--- config.mk ---
export PLATFORM = sky130hd
export DESIGN_NAME = dma_ctrl
export DESIGN_NICKNAME = d
export VERILOG_FILES = /design/src/rtl/dma_pkg.sv /design/src/rtl/dma_fifo.sv /design/src/rtl/dma_ctrl.sv
export SDC_FILE = /design/constraint.sdc
export NUM_CORES = 1
export LEC_CHECK = 0
export ABC_AREA = 1
export BUFFER_PORTS_ARGS = -buffer_cell sky130_fd_sc_hd__buf_2
export CAP_MARGIN = 10
export CORE_AREA = 2 2 200 202
export DETAILED_ROUTE_END_ITERATION = 7
export DIE_AREA = 0 0 202 204
export MAX_ROUTING_LAYER = met4
export SYNTH_ARGS = -nofsm -noshare
export SYNTH_HDL_FRONTEND = slang
export SYNTH_HIERARCHICAL = 1
export SYNTH_SLANG_ARGS = --single-unit
--- constraint.sdc ---
create_clock -name clk -period 5.12 [get_ports clk]
set_input_delay 0.768 -clock clk [delete_from_list [all_inputs] [get_ports clk]]
set_output_delay 0.768 -clock clk [all_outputs]
set_load 0.05 [all_outputs]
--- src/rtl/dma_pkg.sv ---
// -----------------------------------------------------------------------------
// dma_pkg
// Shared definitions for the peripheral-to-memory DMA controller:
//   - controller state encoding
//   - config-port register addresses
//   - CTRL register bit positions
// -----------------------------------------------------------------------------
package dma_pkg;

  // Controller state: idle, moving words, finished (interrupt pending)
  typedef enum logic [1:0] {
    IDLE = 2'd0,
    XFER = 2'd1,
    DONE = 2'd2
  } dma_state_e;

  // Config-port register map (address 3 is reserved and ignored)
  localparam logic [1:0] CFG_BASE  = 2'd0;
  localparam logic [1:0] CFG_COUNT = 2'd1;
  localparam logic [1:0] CFG_CTRL  = 2'd2;

  // CTRL register bits
  localparam int CTRL_START = 0;
  localparam int CTRL_ABORT = 1;

endpackage

--- src/rtl/dma_fifo.sv ---
// -----------------------------------------------------------------------------
// dma_fifo
// Small synchronous FIFO that buffers peripheral words until the DMA wins the
// memory port. Registered storage with no bypass: a word pushed in one cycle
// is visible at the head in the next cycle at the earliest.
//
// Ports:
//   clk      in   clock
//   rst      in   asynchronous active-high reset
//   flush_i  in   drop all contents (has priority over push/pop)
//   push_i   in   write data_i (ignored when full)
//   data_i   in   word to buffer
//   pop_i    in   remove head (ignored when empty)
//   data_o   out  head word
//   full_o   out  FIFO_DEPTH words buffered
//   empty_o  out  no words buffered
// -----------------------------------------------------------------------------
module dma_fifo #(
  parameter int DATA_W     = 32,
  parameter int FIFO_DEPTH = 4
) (
  input  logic              clk,
  input  logic              rst,
  input  logic              flush_i,
  input  logic              push_i,
  input  logic [DATA_W-1:0] data_i,
  input  logic              pop_i,
  output logic [DATA_W-1:0] data_o,
  output logic              full_o,
  output logic              empty_o
);

  localparam int PTR_W = (FIFO_DEPTH < 2) ? 1 : $clog2(FIFO_DEPTH);
  localparam logic [PTR_W:0] DEPTH_C = (PTR_W + 1)'(FIFO_DEPTH);

  logic [DATA_W-1:0] mem_q [FIFO_DEPTH];
  logic [PTR_W-1:0]  wr_ptr_q, wr_ptr_d;
  logic [PTR_W-1:0]  rd_ptr_q, rd_ptr_d;
  logic [PTR_W:0]    cnt_q, cnt_d;
  logic              do_push_s;
  logic              do_pop_s;

  assign full_o  = (cnt_q == DEPTH_C);
  assign empty_o = (cnt_q == {(PTR_W + 1){1'b0}});
  assign data_o  = mem_q[rd_ptr_q];

  // Qualify push/pop with occupancy and compute next pointers/count
  always_comb begin
    do_push_s = push_i && !full_o;
    do_pop_s  = pop_i && !empty_o;
    wr_ptr_d  = wr_ptr_q;
    rd_ptr_d  = rd_ptr_q;
    cnt_d     = cnt_q;
    if (flush_i) begin
      wr_ptr_d = {PTR_W{1'b0}};
      rd_ptr_d = {PTR_W{1'b0}};
      cnt_d    = {(PTR_W + 1){1'b0}};
    end else begin
      // Pointers wrap naturally because FIFO_DEPTH is a power of two
      if (do_push_s) begin
        wr_ptr_d = wr_ptr_q + 1'b1;
      end else begin
        wr_ptr_d = wr_ptr_q;
      end
      if (do_pop_s) begin
        rd_ptr_d = rd_ptr_q + 1'b1;
      end else begin
        rd_ptr_d = rd_ptr_q;
      end
      if (do_push_s && !do_pop_s) begin
        cnt_d = cnt_q + 1'b1;
      end else if (!do_push_s && do_pop_s) begin
        cnt_d = cnt_q - 1'b1;
      end else begin
        cnt_d = cnt_q;
      end
    end
  end

  // Pointer and occupancy registers
  always_ff @(posedge clk or posedge rst) begin
    if (rst) begin
      wr_ptr_q <= {PTR_W{1'b0}};
      rd_ptr_q <= {PTR_W{1'b0}};
      cnt_q    <= {(PTR_W + 1){1'b0}};
    end else begin
      wr_ptr_q <= wr_ptr_d;
      rd_ptr_q <= rd_ptr_d;
      cnt_q    <= cnt_d;
    end
  end

  // Storage array; only the slot being pushed changes
  always_ff @(posedge clk or posedge rst) begin
    if (rst) begin
      for (int i = 0; i < FIFO_DEPTH; i++) begin
        mem_q[i] <= {DATA_W{1'b0}};
      end
    end else if (do_push_s && !flush_i) begin
      mem_q[wr_ptr_q] <= data_i;
    end
  end

endmodule

--- src/rtl/dma_ctrl.sv ---
// -----------------------------------------------------------------------------
// dma_ctrl
// Peripheral-to-memory DMA controller. The CPU programs BASE and COUNT, then
// writes CTRL.start. Peripheral words are buffered in dma_fifo and written to
// consecutive word addresses whenever the DMA wins the shared memory port.
// The CPU normally has priority; after STARVE_LIM consecutive denied cycles
// the DMA takes the port and the CPU is stalled. Completion holds irq until
// ack (or a new start).
//
// Ports:
//   clk, rst           clock, asynchronous active-high reset
//   cfg_we/addr/wdata  config write port (BASE, COUNT, CTRL)
//   nextTransaction    peripheral word strobe, periph_data its payload
//   periph_rdy         buffer can accept a word this cycle
//   cpu_mem_req        CPU memory stage wants the port this cycle
//   cpu_stall          CPU denied the port this cycle
//   en/memAddr/memDataOut  DMA side of the memory write port
//   busy, err, irq     status; ack clears irq
// -----------------------------------------------------------------------------
module dma_ctrl
  import dma_pkg::*;
#(
  parameter int DATA_W     = 32,
  parameter int CNT_W      = 16,
  parameter int FIFO_DEPTH = 4,
  parameter int STARVE_LIM = 3
) (
  input  logic              clk,
  input  logic              rst,
  input  logic              cfg_we,
  input  logic [1:0]        cfg_addr,
  input  logic [DATA_W-1:0] cfg_wdata,
  input  logic              nextTransaction,
  input  logic [DATA_W-1:0] periph_data,
  output logic              periph_rdy,
  input  logic              cpu_mem_req,
  output logic              cpu_stall,
  output logic              en,
  output logic [DATA_W-1:0] memAddr,
  output logic [DATA_W-1:0] memDataOut,
  output logic              busy,
  output logic              err,
  output logic              irq,
  input  logic              ack
);

  localparam int STARVE_W = (STARVE_LIM < 1) ? 1 : $clog2(STARVE_LIM + 1);
  localparam logic [STARVE_W-1:0] STARVE_LIM_C = STARVE_W'(STARVE_LIM);
  localparam logic [DATA_W-1:0]   WORD_BYTES   = DATA_W'(4);
  localparam logic [CNT_W-1:0]    CNT_ZERO     = {CNT_W{1'b0}};
  localparam logic [CNT_W-1:0]    CNT_ONE      = CNT_W'(1);

  dma_state_e          state_q, state_d;
  logic [DATA_W-1:0]   base_q, base_d;
  logic [CNT_W-1:0]    count_q, count_d;
  logic [DATA_W-1:0]   addr_q, addr_d;
  logic [CNT_W-1:0]    rem_q, rem_d;
  logic [CNT_W-1:0]    acc_q, acc_d;
  logic [STARVE_W-1:0] starve_q, starve_d;
  logic                err_q, err_d;

  logic              ctrl_wr_s;
  logic              start_s;
  logic              abort_s;
  logic              push_s;
  logic              dma_req_s;
  logic              force_s;
  logic              cpu_wins_s;
  logic              dma_wins_s;
  logic              flush_s;
  logic              fifo_full_s;
  logic              fifo_empty_s;
  logic [DATA_W-1:0] fifo_head_s;

  dma_fifo #(
    .DATA_W     (DATA_W),
    .FIFO_DEPTH (FIFO_DEPTH)
  ) u_fifo (
    .clk     (clk),
    .rst     (rst),
    .flush_i (flush_s),
    .push_i  (push_s),
    .data_i  (periph_data),
    .pop_i   (dma_wins_s),
    .data_o  (fifo_head_s),
    .full_o  (fifo_full_s),
    .empty_o (fifo_empty_s)
  );

  // Decode CTRL writes, peripheral acceptance and port arbitration
  always_comb begin
    ctrl_wr_s  = cfg_we && (cfg_addr == CFG_CTRL);
    start_s    = ctrl_wr_s && cfg_wdata[CTRL_START];
    abort_s    = ctrl_wr_s && cfg_wdata[CTRL_ABORT];
    // acc_q caps acceptance so no more than COUNT words are ever buffered
    periph_rdy = (state_q == XFER) && !fifo_full_s && (acc_q < count_q);
    push_s     = nextTransaction && periph_rdy;
    // An abort silences the write port in the very cycle it is written
    dma_req_s  = (state_q == XFER) && !fifo_empty_s && !abort_s;
    force_s    = (starve_q >= STARVE_LIM_C);
    cpu_wins_s = cpu_mem_req && !force_s;
    dma_wins_s = dma_req_s && !cpu_wins_s;
    en         = dma_wins_s;
    cpu_stall  = cpu_mem_req && dma_wins_s;
    busy       = (state_q == XFER);
    irq        = (state_q == DONE);
    err        = err_q;
    if (dma_wins_s) begin
      memAddr    = addr_q;
      memDataOut = fifo_head_s;
    end else begin
      memAddr    = {DATA_W{1'b0}};
      memDataOut = {DATA_W{1'b0}};
    end
  end

  // Next-state logic for the FSM, config registers and transfer counters
  always_comb begin
    state_d  = state_q;
    base_d   = base_q;
    count_d  = count_q;
    addr_d   = addr_q;
    rem_d    = rem_q;
    acc_d    = acc_q;
    starve_d = starve_q;
    err_d    = err_q;
    flush_s  = 1'b0;

    // BASE/COUNT are frozen while a transfer is running
    if (cfg_we && (state_q != XFER)) begin
      case (cfg_addr)
        CFG_BASE:  base_d  = {cfg_wdata[DATA_W-1:2], 2'b00};
        CFG_COUNT: count_d = cfg_wdata[CNT_W-1:0];
        default:   base_d  = base_q;
      endcase
    end else begin
      base_d  = base_q;
      count_d = count_q;
    end

    case (state_q)
      IDLE, DONE: begin
        if (start_s && !abort_s) begin
          if (count_q != CNT_ZERO) begin
            state_d  = XFER;
            addr_d   = base_q;
            rem_d    = count_q;
            acc_d    = CNT_ZERO;
            starve_d = {STARVE_W{1'b0}};
            flush_s  = 1'b1;
            err_d    = 1'b0;
          end else begin
            // Leaving DONE on any start also drops the pending interrupt
            state_d = IDLE;
            err_d   = 1'b1;
          end
        end else if ((state_q == DONE) && ack) begin
          state_d = IDLE;
        end else begin
          state_d = state_q;
        end
        // Peripheral strobes outside a transfer are dropped and flagged
        if (nextTransaction) begin
          err_d = 1'b1;
        end else begin
          err_d = err_d;
        end
      end
      XFER: begin
        if (push_s) begin
          acc_d = acc_q + CNT_ONE;
        end else begin
          acc_d = acc_q;
        end
        if (dma_wins_s) begin
          addr_d   = addr_q + WORD_BYTES;
          rem_d    = rem_q - CNT_ONE;
          starve_d = {STARVE_W{1'b0}};
          if (rem_q == CNT_ONE) begin
            state_d = DONE;
          end else begin
            state_d = XFER;
          end
        end else if (dma_req_s) begin
          // Denied by the CPU; force_s is low here so this never overshoots
          starve_d = starve_q + 1'b1;
        end else begin
          starve_d = starve_q;
        end
      end
      default: begin
        state_d = IDLE;
      end
    endcase

    // Abort overrides everything else and never raises irq
    if (abort_s) begin
      state_d  = IDLE;
      flush_s  = 1'b1;
      starve_d = {STARVE_W{1'b0}};
    end else begin
      flush_s = flush_s;
    end
  end

  // State and datapath registers
  always_ff @(posedge clk or posedge rst) begin
    if (rst) begin
      state_q  <= IDLE;
      base_q   <= {DATA_W{1'b0}};
      count_q  <= CNT_ZERO;
      addr_q   <= {DATA_W{1'b0}};
      rem_q    <= CNT_ZERO;
      acc_q    <= CNT_ZERO;
      starve_q <= {STARVE_W{1'b0}};
      err_q    <= 1'b0;
    end else begin
      state_q  <= state_d;
      base_q   <= base_d;
      count_q  <= count_d;
      addr_q   <= addr_d;
      rem_q    <= rem_d;
      acc_q    <= acc_d;
      starve_q <= starve_d;
      err_q    <= err_d;
    end
  end

endmodule

==> flow_metrics.py <==
metrics = {
    "run_status": {
        "status": "finished, final reports clean",
    },
    "place": {
        "post-place-ws_ps": 1548,
        "dp_hpwl_mm": 24.20,
        "port_buffers": 139,
        "place.gp.congestion": 0.9463,
        "placed_area_um2": 14460,
        "place_inst": 2355,
    },
    "clock_network": {
        "postCtsSetupRepairBufs": 0,
        "cts_hold_buf": 0,
        "h-tree-depth": 1,
        "cts_sinks": 248,
        "numCtsBuffers": 30,
        "clock_latency_ps": 570,
        "cts-root-buf": "clkbuf_16",
        "clk_pin_slew_ps": 60,
        "cts_resized": 0,
        "cts_buffer_depth": 3,
        "cts_tree": "built",
    },
    "logic_synthesis": {
        "yosysSeqAreaShare": 0.4576,
        "synth.area.top_cells": "dfrtp_1, nand2_1, nor2_1",
        "synth_top_flop_cell": "dfrtp_1",
        "ys_top_cells_by_count": "nand2_1, dfrtp_1, nor2_1",
        "synth_area_um2": 13560,
        "yosysMostFrequentCell": "nand2_1",
        "synth_edf_count": 0,
        "synth_warnings": 6,
        "syn_area_per_cell_um2": 7.689,
        "synth-async-reset-ratio": 1.000,
        "synth_top_area_cell": "dfrtp_1",
        "postSynthCellCount": 1764,
        "synth_seq_cells": 248,
        "synth.distinct_cells": 44,
        "synth_top_area_frac": 0.4576,
    },
    "power": {
        "vdd.ir_drop.worst_uv": 276.5,
        "netSwitchingPower_mw": 2.694,
        "p_sw_frac": 0.3715,
        "combPwrFrac": 0.296,
        "seqPwrFrac": 0.409,
        "p_int_mw": 4.558,
        "power_mw": 7.252,
        "power.share.clock": 0.295,
        "leakage_nw": 7.689,
        "pwr_density_cell_nw_per_um2": 468.2,
    },
    "critical_path": {
        "cp_cell_sequence": "inv_2 > nand2_2 > nor2_1 > inv_1 > nor2_1 > nand2_2 > buf_4 > nor2_1 > buf_2",
        "critPathLaunchType": "flop",
        "crit_path_frequent_cell": "nor2_1",
        "arrival_ps": 3180,
        "crit_path_top_delay_cell": "nand2_2",
        "required_ps": 4350,
        "crit_type": "reg -> out",
        "crit_fanout": 34,
        "cp-end-kind": "primary output",
        "r2r_cells": 7,
        "cp_slowest_stage_delay_ps": 490,
    },
    "routing": {
        "firstDrtPassIters": 7,
        "ant_nets": 0,
        "drc": 0,
        "vias": 11856,
        "dr.first_iter.drc_count": 892,
        "routed_wl_mm": 36.84,
        "wl_per_cell_um": 15.27,
        "vias_per_cell": 4.913,
    },
    "sta": {
        "rsz0062_at_grt": "false",
        "clock_skew_ps": 8.072,
        "fin_ws_ps": 1168,
        "max_freq_mhz": 253.0,
        "min_period_ps": 3952,
        "tns_ps": 0,
        "holdWs_ps": 281.8,
        "worst_slew_pin_slew_ps": 1099,
        "finalSetupViolCount": 0,
        "min_period_over_period": 0.7719,
        "relSlewSlack": 0.2651,
        "maxSlewViolCount": 0,
        "hold_violations": 0,
    },
    "global_routing": {
        "track_usage": 0.1854,
        "grt_pass1_wl_mm": 60.97,
        "grt_max_degree": 86,
        "antenna_found_initial": 0,
        "first_global_vias": 11427,
        "grt-ovfl-total": 0,
    },
    "finish": {
        "syn2layout_area_growth_pct": 14.22,
        "fin_cells": 2413,
        "fill_cells": 4127,
        "layout-drive-gt1-share": 0.1574,
        "multiInputGateArea_um2": 6005,
        "layout.nets": 1960,
        "finalInstanceArea_um2": 15490,
        "regArea_um2": 6207,
        "fin_util": 0.3953,
    },
    "min_path": {
        "hold_class": "in -> async",
    },
    "floorplan": {
        "start_util": 0.3461,
        "core_um2": 39180,
        "ios": 142,
        "row_count": 73,
        "die_h_um": 204,
        "die-area_um2": 41210,
        "dieWidth_um": 202,
    },
    "flow_run": {
        "maxCapViolations": 0,
    },
}
final cells by class:
| type | count | area share |
|---|---|---|
| clock buffer | 42 | 0.05460 |
| antenna | 1 | 0.0001615 |
| clock inverter | 14 | 0.01034 |
| tap | 525 | 0.04240 |
| multi-input combinational | 1220 | 0.3876 |
| inverter | 210 | 0.05121 |
| sequential | 248 | 0.4007 |
| timing repair buffer | 153 | 0.05298 |
per-layer routing:
layer / vias to the layer above / wire length, um / GRT usage
met5: - / 0 / -
met2: 327 / 17100 / 0.2959
met3: 51 / 2038 / 0.02583
li1: 5873 / - / -
met1: 5605 / 16970 / 0.2511
met4: 0 / 737 / 0.04202
layout by cell type (no fill, tap or decap), types with 27 or more instances in the layout:
cell type and instances:
nand2_1 399, dfrtp_1 247, nor2_1 233, inv_1 203, o21ai_0 156, buf_2 139, o21ai_1 94, nand3_1 90
o21ai_2 47, a21oi_1 33, o22ai_1 32, clkbuf_16 30, nor3_1 27
power groups by stage:
stage	clock network (mW)	logic [mW]	registers, mW
floorplan	0	1.67	2.88
global placement	0	2.11	2.98
detailed placement	0	2.14	2.99
CTS	2.20	2.15	2.96
global route	2.29	2.48	3.05
finish	2.14	2.15	2.97
sequential cells by signal, summed over array words and instances, names as in the netlist:
signal,count
u_fifo/wr_ptr_q,2
addr_q,30
starve_q,2
acc_q,16
u_fifo/mem_q,128
state_q,2
count_q,16
base_q,30
err,1
rem_q,16
u_fifo/rd_ptr_q,2
u_fifo/cnt_q,3
final timing paths:
check / startpoint / to / slack [ps]
max in group asynchronous: rst / u_fifo/mem_q[79]$_DFFE_PP0P_ / 3730
hold / removal: rst / rem_q[4]$_DFFE_PP0P_ / 280
setup reg to reg: state_q[1]$_DFFE_PP0P_ / count_q[12]$_DFFE_PP0P_ / 1720
hold reg to reg: u_fifo/mem_q[70]$_DFFE_PP0P_ / u_fifo/mem_q[70]$_DFFE_PP0P_ / 470
min in group clk: cfg_wdata[29] / base_q[29]$_DFFE_PP0P_ / 410
setup / recovery: state_q[1]$_DFFE_PP0P_ / memAddr[11] / 1170
worst max-delay path: cells and delay by family (launching register included):
kind | cells | cell delay, ps
AND/OR/NAND/NOR | 5 | 1300
buffers and inverters | 4 | 900
flip-flops | 1 | 400
cell families (layout without fill, tap and decap cells):
family,Yosys count,count (layout),synth area share
multiplexers,9,9,0.007473
buffers and inverters,297,419,0.1002
AND/OR/NAND/NOR,800,800,0.2484
flip-flops,248,248,0.4576
adder cells (fa/ha/maj),25,25,0.02362
other,1,3,0.0002765
XOR/XNOR,10,10,0.006458
AO/OA/AOI/OAI,374,374,0.1560
(Power assumes the default switching activity.)
